[src/rtl/eth_rx_pkg.sv]
// -----------------------------------------------------------------------------
// eth_rx_pkg
// Shared definitions for the RGMII receive path: preamble/SFD byte values,
// the frame-delimiter FSM state type, default frame-length limits and a
// saturating counter helper used by the optional statistics counters.
// -----------------------------------------------------------------------------
package eth_rx_pkg;

  localparam logic [7:0] PREAMBLE_BYTE = 8'h55;
  localparam logic [7:0] SFD_BYTE      = 8'hD5;

  // Longest post-SFD byte count (destination MAC through FCS, VLAN tagged)
  localparam int MAX_FRAME_LEN_DEFAULT = 1522;
  localparam int LEN_W_DEFAULT         = 11;

  typedef enum logic [1:0] {
    IDLE     = 2'd0,
    PREAMBLE = 2'd1,
    DATA     = 2'd2,
    DISCARD  = 2'd3
  } rx_state_t;

  // 16-bit increment that sticks at all-ones instead of wrapping
  function automatic logic [15:0] sat_inc16(input logic [15:0] value);
    logic [15:0] result;
    if (value == 16'hFFFF) begin
      result = value;
    end else begin
      result = value + 16'd1;
    end
    return result;
  endfunction

endpackage

[src/rtl/rgmii_ddr_in.sv]
// -----------------------------------------------------------------------------
// rgmii_ddr_in
// Double-data-rate input capture (behavioural altddio_in equivalent). Each bit
// is sampled on the rising and on the falling edge of clk; both halves are
// then re-registered on the next rising edge so they leave the block aligned.
// Data presented during clock cycle N appears on rise_data/fall_data in N+1.
//
// Ports:
//   clk        capture clock (RGMII RXC)
//   rst        synchronous active-high reset of the aligned outputs
//   ddr_in     WIDTH-bit DDR input bus
//   rise_data  value sampled on the rising edge of the previous cycle
//   fall_data  value sampled on the falling edge of the previous cycle
// -----------------------------------------------------------------------------
module rgmii_ddr_in #(
  parameter int WIDTH = 5
) (
  input  logic             clk,
  input  logic             rst,
  input  logic [WIDTH-1:0] ddr_in,
  output logic [WIDTH-1:0] rise_data,
  output logic [WIDTH-1:0] fall_data
);

  logic [WIDTH-1:0] rise_cap_r;
  logic [WIDTH-1:0] fall_cap_r;
  logic [WIDTH-1:0] rise_align_r;
  logic [WIDTH-1:0] fall_align_r;

  // Rising-edge sample of the DDR bus
  always_ff @(posedge clk) begin
    rise_cap_r <= ddr_in;
  end

  // Falling-edge sample of the DDR bus
  always_ff @(negedge clk) begin
    fall_cap_r <= ddr_in;
  end

  // Re-time both halves onto the rising edge so downstream sees one word
  always_ff @(posedge clk) begin
    if (rst) begin
      rise_align_r <= {WIDTH{1'b0}};
      fall_align_r <= {WIDTH{1'b0}};
    end else begin
      rise_align_r <= rise_cap_r;
      fall_align_r <= fall_cap_r;
    end
  end

  assign rise_data = rise_align_r;
  assign fall_data = fall_align_r;

endmodule

[src/rtl/rgmii_rx_to_frame.sv]
// -----------------------------------------------------------------------------
// rgmii_rx_to_frame
// RGMII receive front end: rebuilds the GMII byte stream from the DDR RGMII
// bus, strips preamble/SFD and delivers payload bytes (destination MAC through
// FCS) with sof/eof markers, an error flag and a byte count. Single clock
// domain (rgmii_rx_clk), synchronous active-high reset.
//
// Optional feature macro: RGMII_RX_STATS_EN adds saturating good/bad frame
// counters on stat_frames / stat_errors.
//
// Ports:
//   rgmii_rx_clk, rst           clock and synchronous reset
//   rgmii_rx_data, rgmii_rx_ctl RGMII RXD[3:0] and RX_CTL (DDR)
//   gmii_rx_data/dv/er          reconstructed GMII stream (latency 2)
//   frame_data/valid            payload byte stream, one byte per clock
//   frame_sof/eof               first/last payload byte markers
//   frame_err, frame_len        error flag and byte count on the eof beat
//   stat_frames, stat_errors    counters (only with RGMII_RX_STATS_EN)
// -----------------------------------------------------------------------------
module rgmii_rx_to_frame
  import eth_rx_pkg::*;
#(
  parameter int MAX_FRAME_LEN = MAX_FRAME_LEN_DEFAULT,
  parameter int LEN_W         = LEN_W_DEFAULT
) (
  input  logic             rgmii_rx_clk,
  input  logic             rst,
  input  logic [3:0]       rgmii_rx_data,
  input  logic             rgmii_rx_ctl,
  output logic [7:0]       gmii_rx_data,
  output logic             gmii_rx_dv,
  output logic             gmii_rx_er,
  output logic [7:0]       frame_data,
  output logic             frame_valid,
  output logic             frame_sof,
  output logic             frame_eof,
  output logic             frame_err,
  output logic [LEN_W-1:0] frame_len
`ifdef RGMII_RX_STATS_EN
  ,
  output logic [15:0]      stat_frames,
  output logic [15:0]      stat_errors
`endif
);

  localparam logic [LEN_W-1:0] MAX_LEN  = LEN_W'(MAX_FRAME_LEN);
  localparam logic [LEN_W-1:0] ZERO_LEN = {LEN_W{1'b0}};
  localparam logic [LEN_W-1:0] ONE_LEN  = {{(LEN_W-1){1'b0}}, 1'b1};

  // ---------------------------------------------------------------------------
  // DDR capture and GMII reconstruction
  // ---------------------------------------------------------------------------
  logic [4:0] ddr_rise_s;
  logic [4:0] ddr_fall_s;

  rgmii_ddr_in #(
    .WIDTH (5)
  ) u_ddr_in (
    .clk       (rgmii_rx_clk),
    .rst       (rst),
    .ddr_in    ({rgmii_rx_ctl, rgmii_rx_data}),
    .rise_data (ddr_rise_s),
    .fall_data (ddr_fall_s)
  );

  logic [7:0] gmii_data_r;
  logic       gmii_dv_r;
  logic       gmii_er_r;

  // GMII stage: low nibble rides the rising edge; RX_CTL falling half is DV^ER
  always_ff @(posedge rgmii_rx_clk) begin
    if (rst) begin
      gmii_data_r <= 8'h00;
      gmii_dv_r   <= 1'b0;
      gmii_er_r   <= 1'b0;
    end else begin
      gmii_data_r <= {ddr_fall_s[3:0], ddr_rise_s[3:0]};
      gmii_dv_r   <= ddr_rise_s[4];
      gmii_er_r   <= ddr_rise_s[4] ^ ddr_fall_s[4];
    end
  end

  assign gmii_rx_data = gmii_data_r;
  assign gmii_rx_dv   = gmii_dv_r;
  assign gmii_rx_er   = gmii_er_r;

  // ---------------------------------------------------------------------------
  // Frame delimiter
  // count_r is the number of payload bytes loaded into hold_r so far; the byte
  // in hold_r is only emitted once we know whether it is the last one, which is
  // what lets eof ride on the final data beat.
  // ---------------------------------------------------------------------------
  rx_state_t        state_r, state_s;
  logic [7:0]       hold_r, hold_s;
  logic [LEN_W-1:0] count_r, count_s;
  logic             sticky_err_r, sticky_err_s;

  logic [7:0]       fdata_s;
  logic             fvalid_s;
  logic             fsof_s;
  logic             feof_s;
  logic             ferr_s;
  logic [LEN_W-1:0] flen_s;
  logic             discard_entry_s;

  // Next-state and output decode for the frame delimiter
  always_comb begin
    state_s         = state_r;
    hold_s          = hold_r;
    count_s         = count_r;
    sticky_err_s    = sticky_err_r;
    fdata_s         = 8'h00;
    fvalid_s        = 1'b0;
    fsof_s          = 1'b0;
    feof_s          = 1'b0;
    ferr_s          = 1'b0;
    flen_s          = ZERO_LEN;
    discard_entry_s = 1'b0;

    case (state_r)
      IDLE: begin
        count_s      = ZERO_LEN;
        sticky_err_s = 1'b0;
        // dv low (including false carrier with er high) keeps us idle
        if (gmii_dv_r) begin
          if (gmii_data_r == PREAMBLE_BYTE) begin
            state_s = PREAMBLE;
          end else if (gmii_data_r == SFD_BYTE) begin
            state_s = DATA;
          end else begin
            state_s         = DISCARD;
            discard_entry_s = 1'b1;
          end
        end else begin
          state_s = IDLE;
        end
      end

      PREAMBLE: begin
        if (gmii_dv_r) begin
          if (gmii_data_r == PREAMBLE_BYTE) begin
            state_s = PREAMBLE;
          end else if (gmii_data_r == SFD_BYTE) begin
            state_s = DATA;
          end else begin
            state_s         = DISCARD;
            discard_entry_s = 1'b1;
          end
        end else begin
          state_s = IDLE;
        end
      end

      DATA: begin
        if (gmii_dv_r) begin
          if (count_r == MAX_LEN) begin
            // Overrun: close the frame on the last byte that fits, drop the rest
            fvalid_s     = 1'b1;
            fdata_s      = hold_r;
            fsof_s       = (count_r == ONE_LEN);
            feof_s       = 1'b1;
            ferr_s       = 1'b1;
            flen_s       = count_r;
            state_s      = DISCARD;
            count_s      = ZERO_LEN;
            sticky_err_s = 1'b0;
          end else begin
            hold_s       = gmii_data_r;
            count_s      = count_r + ONE_LEN;
            sticky_err_s = sticky_err_r | gmii_er_r;
            if (count_r != ZERO_LEN) begin
              fvalid_s = 1'b1;
              fdata_s  = hold_r;
              fsof_s   = (count_r == ONE_LEN);
            end else begin
              fvalid_s = 1'b0;
            end
          end
        end else begin
          // Carrier dropped: the held byte is the last one (none if SFD only)
          if (count_r != ZERO_LEN) begin
            fvalid_s = 1'b1;
            fdata_s  = hold_r;
            fsof_s   = (count_r == ONE_LEN);
            feof_s   = 1'b1;
            ferr_s   = sticky_err_r;
            flen_s   = count_r;
          end else begin
            fvalid_s = 1'b0;
          end
          state_s      = IDLE;
          count_s      = ZERO_LEN;
          sticky_err_s = 1'b0;
        end
      end

      DISCARD: begin
        if (gmii_dv_r) begin
          state_s = DISCARD;
        end else begin
          state_s = IDLE;
        end
      end

      default: begin
        state_s = IDLE;
      end
    endcase
  end

  logic [7:0]       frame_data_r;
  logic             frame_valid_r;
  logic             frame_sof_r;
  logic             frame_eof_r;
  logic             frame_err_r;
  logic [LEN_W-1:0] frame_len_r;

  // Frame delimiter state and registered frame outputs
  always_ff @(posedge rgmii_rx_clk) begin
    if (rst) begin
      state_r       <= IDLE;
      hold_r        <= 8'h00;
      count_r       <= ZERO_LEN;
      sticky_err_r  <= 1'b0;
      frame_data_r  <= 8'h00;
      frame_valid_r <= 1'b0;
      frame_sof_r   <= 1'b0;
      frame_eof_r   <= 1'b0;
      frame_err_r   <= 1'b0;
      frame_len_r   <= ZERO_LEN;
    end else begin
      state_r       <= state_s;
      hold_r        <= hold_s;
      count_r       <= count_s;
      sticky_err_r  <= sticky_err_s;
      frame_data_r  <= fdata_s;
      frame_valid_r <= fvalid_s;
      frame_sof_r   <= fsof_s;
      frame_eof_r   <= feof_s;
      frame_err_r   <= ferr_s;
      frame_len_r   <= flen_s;
    end
  end

  assign frame_data  = frame_data_r;
  assign frame_valid = frame_valid_r;
  assign frame_sof   = frame_sof_r;
  assign frame_eof   = frame_eof_r;
  assign frame_err   = frame_err_r;
  assign frame_len   = frame_len_r;

`ifdef RGMII_RX_STATS_EN
  // ---------------------------------------------------------------------------
  // Statistics: bad count covers errored frames and junk bursts that never
  // reached an SFD; an overrun is counted once, via its errored eof.
  // ---------------------------------------------------------------------------
  logic [15:0] stat_frames_r;
  logic [15:0] stat_errors_r;
  logic        good_eof_s;
  logic        bad_event_s;

  assign good_eof_s  = fvalid_s & feof_s & ~ferr_s;
  assign bad_event_s = (fvalid_s & feof_s & ferr_s) | discard_entry_s;

  // Saturating good/bad frame counters
  always_ff @(posedge rgmii_rx_clk) begin
    if (rst) begin
      stat_frames_r <= 16'h0000;
      stat_errors_r <= 16'h0000;
    end else begin
      if (good_eof_s) begin
        stat_frames_r <= sat_inc16(stat_frames_r);
      end else begin
        stat_frames_r <= stat_frames_r;
      end
      if (bad_event_s) begin
        stat_errors_r <= sat_inc16(stat_errors_r);
      end else begin
        stat_errors_r <= stat_errors_r;
      end
    end
  end

  assign stat_frames = stat_frames_r;
  assign stat_errors = stat_errors_r;
`endif

endmodule

[config.mk]
export PLATFORM = sky130hd
export DESIGN_NAME = rgmii_rx_to_frame
export DESIGN_NICKNAME = d
export VERILOG_FILES = /design/src/rtl/eth_rx_pkg.sv /design/src/rtl/rgmii_ddr_in.sv /design/src/rtl/rgmii_rx_to_frame.sv
export SDC_FILE = /design/constraint.sdc
export NUM_CORES = 1
export LEC_CHECK = 0
export BUFFER_PORTS_ARGS = -buffer_cell sky130_fd_sc_hd__buf_2
export CAP_MARGIN = 20
export CORE_MARGIN = 5
export CORE_UTILIZATION = 30
export DETAILED_ROUTE_END_ITERATION = 10
export SLEW_MARGIN = 30
export SYNTH_ARGS = -nofsm -noshare
export SYNTH_HDL_FRONTEND = slang
export SYNTH_SLANG_ARGS = --single-unit
[constraint.sdc]
create_clock -name rgmii_rx_clk -period 1.9 [get_ports rgmii_rx_clk]
set_input_delay 0.38 -clock rgmii_rx_clk [delete_from_list [all_inputs] [get_ports rgmii_rx_clk]]
set_output_delay 0.38 -clock rgmii_rx_clk [all_outputs]
set_load 0.01 [all_outputs]
=== After elaboration in Yosys (flattened, before gate mapping) ===
Cells that the tools add are included.

* Add/sub/neg operators: 1
* $mul: 0
* Divide/modulo/power cells: 0
* Magnitude comparators: 0
* Eq/ne operators: 8
* Shift operators: 0
* Multiplexer cells: 29
* Bitwise operators: 4
* Reduce and logical (&&, ||, !) cells: 6

{| class="wikitable"
|+ Operators with widths
! cell !! number
|-
| 11-bit 2-to-1 mux || 5
|-
| 8-bit 2-to-1 mux || 3
|-
| 11-bit case mux with 2 select lines || 1
|-
| 1-bit 2-to-1 mux || 13
|-
| 11-bit by 1-bit adder with 11-bit output (second input constant) || 1
|-
| 11-bit by 1-bit == test with 1-bit output (second input constant) || 1
|-
| 11-bit == test (second input constant) || 1
|-
| 11-bit nonzero test || 1
|-
| 2-bit 2-to-1 mux || 5
|-
| 8-bit by 7-bit == test with 1-bit output (second input constant) || 1
|-
| 8-bit == test (second input constant) || 1
|-
| 2-bit case mux with 3 select lines || 1
|-
| 2-bit == test (second input constant) || 2
|-
| 2-bit OR reduction || 2
|-
| 3-bit inequality test (second input constant) || 1
|-
| 3-bit AND reduction || 1
|-
| 2-bit by 1-bit == test with 1-bit output (second input constant) || 1
|-
| 2-bit logical NOT || 1
|-
| 1-bit NOT || 2
|-
| 1-bit case mux with 2 select lines || 1
|-
| 2-bit nonzero test || 1
|-
| 1-bit OR || 1
|-
| 1-bit XOR || 1
|}

* Bits in registers: 75
* Bits in latches: 0
* Memory bits (writable): 0
* Bits in read-only memories: 0
* Input bits: 7
* Output and inout port bits: 33
* Memories kept: 0

=== Depth between registers and ports, before layout ===
* Word-level depth: 5
* Mapped depth: 7
* Depth with buffers taken out: 6

=== Hierarchy ===
Synthesis repeated with hierarchy kept, for this count alone.

* Cells, all modules: 239
* Area total of the unflattened synthesis: 2618.8 µm²

{| class="wikitable"
|+ Modules (own cells, without submodules)
! module !! instances !! cells an instance !! area an instance (µm²) !! sequential area each (µm²)
|-
| rgmii_rx_to_frame || 1 || 208 || 2152.1 || 1101.1
|-
| rgmii_ddr_in || 1 || 31 || 466.7 || 400.4
|}

==> results.yml <==
yosys:
  syn_avg_cell_area_um2: 10.5
  synthCells: 251
  synth_area_leader_cell: "dfxtp_1"
  synthesis.area_mm2: 0.00264
  ys_types: 45
  ys_warn_count: 0
  ys_seq_elements: 75
  synth_nets: 262
  synth-edff-count: 0
  synth-main-ff-cell: "dfxtp_1"
  async_flop_share_pct: 0
  synth_area_leaders: "dfxtp_1 57%, nor2b_1 4.7%, and2_1 3.3%"
  yosysSeqAreaShare_pct: 57.0
  synth_top_area_share_pct: 57.0
place:
  hpwl_um: 3760
  io_buffers: 39
  place.gp.congestion: 0.846
  pre_cts_slack_ns: 0.116
route:
  finalWirelength_um: 5430
  wl_met2_um: 2410
  dr_wl_met3_um: 372
  drtIter0Drc: 160
  via_per_inst: 4.70
  wl_per_cell_um: 13.3
  met1_length_um: 2520
  drt_first_pass_iters: 4
  top_layer: "met4"
  drc: 0
  vias: 1926
  drtAntennaViolNets: 0
clock_network:
  htree_num_levels: 3
  cts_root_buf: "clkbuf_8"
  cts_sinks: 75
  clk_latency_ns: 0.39
  clk_path_buf_depth: 2
  numCtsBuffers: 9
  cts_tree: "done"
  clk_pin_slew_worst_paths_ns: 0.09
sta:
  finClkSkew_ns: 0.0389
  setup_tns_ns: 0
  finalSetupViolCount: 0
  slew_headroom_pct: 72.4
  setup_slack_ns: 0.132
  tightest_slew_ns: 0.410
  rsz0062_at_grt: "no"
  timing.fmax_mhz: 565
  min_period_over_period_pct: 93.1
  timing.hold.ws_ns: 0.130
  fin_crit_ns: 1.77
  maxSlewViolCount: 0
  hold_viol: 0
floorplan:
  dieArea_mm2: 0.0108
  io_pins: 40
  num_rows: 34
  die_h_um: 104
  fp.coreArea_mm2: 0.00864
  fp.dieW_um: 104
  start_util_pct: 30.5
worst_hold_path:
  holdPathEnd: "u_ddr_in.rise_cap_r[2]$_DFF_P_"
  worst_hold_startpoint: "rgmii_rx_data[2]"
  min_path_cells: 1
  min_path_type: "input port to register"
power:
  leakage_nw: 1.24
  vdd_drop_max_mv: 0.410
  power.total_w: 0.00288
  powerDensity_mw_per_mm2: 909
critical_path:
  critical_path_class: "register to register"
  start_kind: "register"
  reg2regPathDepth: 5
  arrival_ns: 2.06
  reg2reg_to: "count_r[7]$_SDFFE_PP0P_"
  crit_fanout: 9
  worstSetupEndpointType: "register"
  reg2reg_slack_ns: 0.13
  r2r-start: "count_r[0]$_SDFFE_PP0P_"
  required_ns: 2.19
grt:
  grt_first_pass_wirelength_um: 9140
  grt_antenna_before_repair: 0
  grt_overflow: 0
  grt_pass1_vias: 1793
  grt_use_total_pct: 10.5
  grt_max_degree: 35
final_layout:
  drive_above_1_share_pct: 24.2
  fin_nets: 308
  fin_util_pct: 36.7
  syn2layout_area_growth_pct: 20.1
  antenna_cells: 0
job:
  max-cap-violations: 0
run_status:
  status: "finished, final reports clean"
## how the worst max path moves through the flow
stage	startpoint	end	slack (ns)	depth (start not counted)
after floorplan	count_r[5]$_SDFFE_PP0P_	frame_len[3]$_SDFF_PP0_	0.25	5
after global placement	count_r[0]$_SDFFE_PP0P_	count_r[7]$_SDFFE_PP0P_	0.19	5
after detailed placement	count_r[2]$_SDFFE_PP0P_	frame_len[6]$_SDFF_PP0_	0.12	5
after CTS	count_r[2]$_SDFFE_PP0P_	frame_len[6]$_SDFF_PP0_	0.11	5
after global routing	count_r[0]$_SDFFE_PP0P_	count_r[7]$_SDFFE_PP0P_	0.01	5
final	count_r[0]$_SDFFE_PP0P_	count_r[7]$_SDFFE_PP0P_	0.13	5
## cell families (layout without fill, tap and decap cells)
kind of cell / Yosys count / count (layout) / synth area share, %
flip-flops: 75 / 75 / 57.0
AO/OA/AOI/OAI: 43 / 43 / 11.5
XOR/XNOR: 1 / 1 / 0.332
multiplexers: 1 / 1 / 0.380
buffers and inverters: 24 / 75 / 4.22
AND/OR/NAND/NOR: 103 / 103 / 24.7
adder cells (fa/ha/maj): 4 / 4 / 1.90
## stage by stage
| stage | area, um2 | cells |
|---|---|---|
| 6_report | 3170 | 410 |
| 5_1_grt | 3170 | 410 |
| 4_1_cts | 3160 | 410 |
| 3_5_place_dp | 2960 | 390 |
| 3_3_place_gp | 2960 | 390 |
| 2_1_floorplan | 2640 | 251 |
## cells in the mapped netlist (2+ instances only)
master / instances
o21ai_0: 8
a32oi_1: 2
buf_1: 2
ha_1: 4
inv_1: 7
nand2_1: 12
nor2b_1: 20
nor3_1: 4
a21oi_1: 16
o21a_1: 2
nor2_1: 7
nand3_1: 13
nor3b_1: 2
and4_1: 3
buf_6: 2
nand2b_1: 4
o211ai_1: 2
dfxtp_1: 75
or4_4: 2
and2_1: 14
nor4_1: 5
nand4_1: 8
o221ai_1: 2
buf_2: 5
clkbuf_1: 8
o41a_1: 2
nor4bb_1: 2
## where the power goes
| group | total, W | switching, W | internal, W | leakage [nW] |
|---|---|---|---|---|
| registers | 0.00162 | 0.0000138 | 0.00160 | 0.612 |
| logic | 0.0000942 | 0.0000559 | 0.0000383 | 0.507 |
| clock network | 0.00116 | 0.000654 | 0.000510 | 0.121 |
## metal layers
metal | GRT usage [%] | vias up
met1 | 13.4 | 879
met2 | 15.3 | 59
li1 | - | 977
met4 | 5.83 | 0
met5 | 0 | -
met3 | 3.98 | 11
## registers in the layout (all words and copies together), names as in the netlist, 2 cells and up
signal,cells
count_r,11
frame_len,11
frame_data,8
gmii_rx_data,8
hold_r,8
u_ddr_in.fall_cap_r,5
u_ddr_in.fall_data,5
u_ddr_in.rise_cap_r,5
u_ddr_in.rise_data,5
state_r,2
## cell type report
| class | instances | area (um2) |
|---|---|---|
| clock buffer | 9 | 124 |
| clock inverter | 12 | 77.6 |
| fill | 849 | 5470 |
| inverter | 6 | 22.5 |
| multi-input combinational | 152 | 1030 |
| sequential | 75 | 1500 |
| tap | 108 | 135 |
| timing repair buffer | 48 | 275 |
## critical path, stage by stage, from the launching register on
cell     delay [ns]
dfxtp_1        0.42
inv_1          0.12
ha_1           0.26
a41o_4         0.28
or4_1          0.46
a31oi_1        0.16
## timing repair
action,CTS,global route
resized for setup,0,1
setup buffers,0,0
setup endpoints to repair,0,1
hold buffers,0,0
## placed cells by master, fill, tap and decap left out, drive strengths merged, types with 9 or more instances in the layout
cell type and n:
clkbuf 9, inv 15, buf 48, nor2b 20, nand2 12, and2 14
nand3 13, o21ai 9, dfxtp 75, a21oi 16
Power figures use the tool's default switching activity.
